File: src/rtl/flick_conditioner.sv
// Purpose: synchronise and debounce the raw flick button into a clean level, a press pulse and a long-press pulse.
// Latency: flick/flick_pulse follow a clean edge on flick_raw by SYNC_STAGES+DEBOUNCE_CYCLES clocks; flick_long follows flick rise by LONG_PRESS_CYCLES.
// Backpressure: none; outputs are free-running single-cycle pulses with no handshake.
//
// Ports:
//   clk         - system clock, all logic on rising edge
//   rst_n       - asynchronous active-low reset
//   flick_raw   - raw, bouncing, asynchronous button input (active high)
//   flick       - debounced level (registered)
//   flick_pulse - one-cycle pulse on each accepted press (registered)
//   flick_long  - one-cycle pulse once a press has lasted LONG_PRESS_CYCLES (registered)
module flick_conditioner #(
    parameter int unsigned SYNC_STAGES       = 2,
    parameter int unsigned DEBOUNCE_CYCLES   = 4,
    parameter int unsigned LONG_PRESS_CYCLES = 8,
    parameter int unsigned CNT_W             = 8
) (
    input  logic clk,
    input  logic rst_n,
    input  logic flick_raw,
    output logic flick,
    output logic flick_pulse,
    output logic flick_long
);

    typedef enum logic [1:0] {
        IDLE       = 2'd0,
        CONFIRM_HI = 2'd1,
        PRESSED    = 2'd2,
        CONFIRM_LO = 2'd3
    } state_t;

    localparam logic [CNT_W-1:0] DEB_LAST = CNT_W'(DEBOUNCE_CYCLES - 1);
    localparam logic [CNT_W-1:0] LONG_MAX = CNT_W'(LONG_PRESS_CYCLES);
    localparam logic [CNT_W-1:0] CNT_ONE  = CNT_W'(1);

    logic [SYNC_STAGES-1:0] sync_q;
    logic                   sync_out;
    state_t                 state;
    logic [CNT_W-1:0]       cnt;
    logic [CNT_W-1:0]       hold;
    logic [CNT_W-1:0]       hold_inc;
    logic                   long_done;

    // Synchroniser chain; only the last stage is ever observed.
    always_ff @(posedge clk or negedge rst_n) begin
        if (!rst_n) begin
            sync_q <= '0;
        end else begin
            sync_q <= {sync_q[SYNC_STAGES-2:0], flick_raw};
        end
    end

    assign sync_out = sync_q[SYNC_STAGES-1];

    // Saturating hold count: never wraps, so long press cannot re-fire on overflow.
    assign hold_inc = (hold == LONG_MAX) ? hold : hold + CNT_ONE;

    always_ff @(posedge clk or negedge rst_n) begin
        if (!rst_n) begin
            state       <= IDLE;
            cnt         <= '0;
            hold        <= '0;
            long_done   <= 1'b0;
            flick       <= 1'b0;
            flick_pulse <= 1'b0;
            flick_long  <= 1'b0;
        end else begin
            flick_pulse <= 1'b0;
            flick_long  <= 1'b0;
            case (state)
                IDLE: begin
                    if (sync_out) begin
                        state <= CONFIRM_HI;
                        cnt   <= CNT_ONE;
                    end
                end
                CONFIRM_HI: begin
                    if (!sync_out) begin
                        state <= IDLE;
                        cnt   <= '0;
                    end else if (cnt == DEB_LAST) begin
                        state       <= PRESSED;
                        cnt         <= '0;
                        flick       <= 1'b1;
                        flick_pulse <= 1'b1;
                        hold        <= '0;
                        long_done   <= 1'b0;
                    end else begin
                        cnt <= cnt + CNT_ONE;
                    end
                end
                PRESSED: begin
                    hold <= hold_inc;
                    if (hold_inc == LONG_MAX && !long_done) begin
                        flick_long <= 1'b1;
                        long_done  <= 1'b1;
                    end
                    if (!sync_out) begin
                        state <= CONFIRM_LO;
                        cnt   <= CNT_ONE;
                    end
                end
                CONFIRM_LO: begin
                    // Press is still live while confirming release, so the
                    // long-press timer keeps running and may still fire here.
                    hold <= hold_inc;
                    if (hold_inc == LONG_MAX && !long_done) begin
                        flick_long <= 1'b1;
                        long_done  <= 1'b1;
                    end
                    if (sync_out) begin
                        // Release bounce: resume the same press, no new pulse.
                        state <= PRESSED;
                        cnt   <= '0;
                    end else if (cnt == DEB_LAST) begin
                        state <= IDLE;
                        cnt   <= '0;
                        flick <= 1'b0;
                    end else begin
                        cnt <= cnt + CNT_ONE;
                    end
                end
                default: begin
                    state <= IDLE;
                    cnt   <= '0;
                end
            endcase
        end
    end

endmodule

File: config.mk
export PLATFORM = sky130hd
export DESIGN_NAME = flick_conditioner
export DESIGN_NICKNAME = d
export VERILOG_FILES = /design/src/rtl/flick_conditioner.sv
export SDC_FILE = /design/constraint.sdc
export NUM_CORES = 1
export LEC_CHECK = 0
export ABC_CLOCK_PERIOD_IN_PS = 2490
export CAP_MARGIN = 20
export CORE_AREA = 2 2 52 49
export CTS_CLUSTER_DIAMETER = 30
export DETAILED_ROUTE_END_ITERATION = 7
export DIE_AREA = 0 0 54 51
export GPL_ROUTABILITY_DRIVEN = 0
export PLACE_DENSITY = 0.72
export SETUP_SLACK_MARGIN = 0.5
export SYNTH_ARGS = -nofsm -noshare
export SYNTH_HDL_FRONTEND = slang
export SYNTH_SLANG_ARGS = --single-unit
File: constraint.sdc
create_clock -name clk -period 2.49 [get_ports clk]
set_input_delay 0.498 -clock clk [delete_from_list [all_inputs] [get_ports clk]]
set_output_delay 0.498 -clock clk [all_outputs]
set_load 0.01 [all_outputs]
==> impl_metrics.yaml <==
status:
  status: "finished, final reports clean"
sta:
  relSlewSlack: 0.5303
  skew_ps: 1.871
  worstMarginPinSlew_ps: 704.5
  slew_viol_final: 0
  rsz0062_at_grt: "yes"
  post-route-period-util: 0.7732
  clock.fmax_ghz: 0.5194
  hold_violations: 0
  fin_hold_ws_ps: 375.0
  setup_viol: 0
  fin_crit_ps: 1925
  fin_tns_setup_ps: 0
cells_and_area:
  utilization: 0.6225
  multiInputGateArea_um2: 590.6
  nets: 153
  area_growth_pct: 17.96
  fillers: 201
  seq_area_um2: 600.6
  stdcell_count: 174
  n_antenna_cell: 0
  drive_above_1_share: 0.1712
worst_setup_path:
  critPathMaxStageDelay_ps: 530
  slowest_stage: "or4_4"
  r2r_slack_ps: 560
  arrival_ps: 2170
  required_ps: 2740
  r2r_end: "long_done"
  cp_max_fo: 4
  worstPathCellList: "or4_4, or3_4, a211oi_2, nand4_1, o22ai_1"
  critPathKind: "reg -> reg"
  endpoint_kind: "register"
  rr_worst_depth: 5
  r2r_start: "hold[5]"
  setup.worst_path.start_class: "register"
die:
  ios: 6
  core_area_um2: 2297
  die_y_um: 51
  num_rows: 17
  dieArea_um2: 2754
  die_x_um: 54
  start_util: 0.5278
clock_network:
  cts.clk_slew.worst_paths_ps: 130
  htreeDepth: 1
  cts_tree: "yes"
  ctsRootBufferMaster: "clkbuf_4"
  cts_buffers: 3
  clock_latency_ps: 320
  clock_sinks: 24
  cts_hold_buf: 0
  clock_path_buffers: 2
grt:
  grt_pass1_wl_um: 4236
  grt_usage: 0.2122
  grt_pass1_vias: 956
  grt_max_degree: 25
  antenna_found_initial: 0
  overflow: 0
synth:
  yosysSeqAreaShare: 0.4954
  synthFlopType: "dfrtp_1"
  synthMostInstantiatedCell: "dfrtp_1"
  async_flop_share: 1.000
  postSynthAreaPerCell_um2: 9.472
  netlist_top_cells_area: "dfrtp_1, o21ai_0, xor2_1"
  synth-seq-cells: 24
  synth.largest_area_cell: "dfrtp_1"
  syn_inst: 128
  synth-edff-count: 0
  synth_common_cells: "dfrtp_1, o21ai_0, nor2_1"
  post_synth_num_cell_types: 33
  synth_area_um2: 1212
  synth_top_area_frac: 0.4954
  synth_nets: 134
  yosys_warnings: 0
pwr:
  clock_power_share: 0.161
  internal_power_mw: 0.7857
  pwr-share-seq: 0.443
  swShare: 0.3899
  p_sw_mw: 0.5022
  p_leak_nw: 0.6345
  combPwrFrac: 0.396
  irDropWorstVdd_uv: 644.4
  p_per_area_nw_per_um2: 900.5
hold_path:
  hold_depth: 0
  whs_endpoint: "sync_q[1]"
  hp-class: "reg -> reg"
  min_from: "sync_q[0]"
run:
  drv_cap: 0
routing:
  dr_total_vias: 1022
  drt-initial-drc-count: 25
  dr.pass1.iters: 4
  wl_per_cell_um: 14.75
  routed_via_density: 5.874
  drc: 0
  antenna_left: 0
  wirelength_um: 2567
placement:
  dp.cells: 160
  dp_hpwl_um: 1603
  io_buffers: 5
-- stage by stage --
step	setup slack, ps	cell area, um2	power (mW)
floorplan	521.7	1212	0.8492
global placement	456.1	1301	0.9579
detailed placement	407.4	1301	0.9698
CTS	502.9	1378	1.224
global route	499.4	1430	1.386
finish	564.7	1430	1.288
-- cell type report --
type | instances | area share
Clock buffer | 4 | 0.02537
Inverter | 6 | 0.01575
Multi-Input combinational cell | 94 | 0.4129
Sequential cell | 24 | 0.4199
Tap cell | 28 | 0.02450
Timing Repair Buffer | 18 | 0.1015
-- repair_timing --
item / CTS / global route
buffers inserted: 5 / 4
cloned: 0 / 1
pin swaps: 0 / 5
endpoints found under the setup margin: 6 / 9
gates resized for setup: 1 / 8
-- routing by layer --
metal | track usage | part of all wire | vias up
li1 | - | - | 491
met1 | 0.3102 | 0.50 | 498
met2 | 0.2927 | 0.44 | 24
met3 | 0.04971 | 0.041 | 9
met4 | 0.1042 | 0.022 | 0
met5 | 0 | 0 | -
-- flip-flops by register name, indices dropped and copies added (netlist names), named ones only --
signal / count
hold: 8
flick: 1
cnt: 8
flick_pulse: 1
sync_q: 2
state: 1
long_done: 1
flick_long: 1
-- logic make-up after synthesis --
family | Yosys count | synth area share
compound gates | 33 | 0.1662
flops | 24 | 0.4954
fa+ha+maj | 3 | 0.03096
xor+xnor | 8 | 0.05779
buf+inv | 10 | 0.03406
simple gates | 50 | 0.2157
-- worst max path at each step --
stage,startpoint,to,depth (start not counted)
after floorplan,cnt[0],cnt[7],7
after global routing,hold[5],long_done,5
after global placement,cnt[0],cnt[5],7
after CTS,hold[5],long_done,5
after detailed placement,cnt[0],cnt[5],7
final,hold[5],long_done,5
-- critical path, delay by kind of cell (launching register included) --
family / cells / cell delay [ps]
and+or+nand+nor: 3 / 1040
AOI/OAI and AO/OA: 2 / 390
DFF: 1 / 430
-- power by group through the flow --
stage          clock network, mW  registers [mW]  logic (mW)
2_1_floorplan                  0           0.531       0.318
3_3_place_gp                   0           0.570       0.388
3_5_place_dp                   0           0.576       0.394
4_1_cts                    0.213           0.558       0.453
5_1_grt                    0.230           0.582       0.574
6_report                   0.208           0.570       0.510
-- layout by cell type (no fill, tap or decap), types with 2 or more instances in the layout --
cell and n:
o21ai_0 13, xnor2_1 2, dfrtp_1 24, and3_2 2
o31ai_1 4, and3_1 3, clkbuf_4 3, a21oi_1 3
xor2_1 6, nor2b_1 3, nand2b_1 2, nand3_1 9
clkdlybuf4s50_1 5, nor2_1 12, o21ai_1 4, inv_1 6
buf_4 12, ha_1 2, nand2_1 11
No activity file was read; power rests on OpenSTA's default activity.
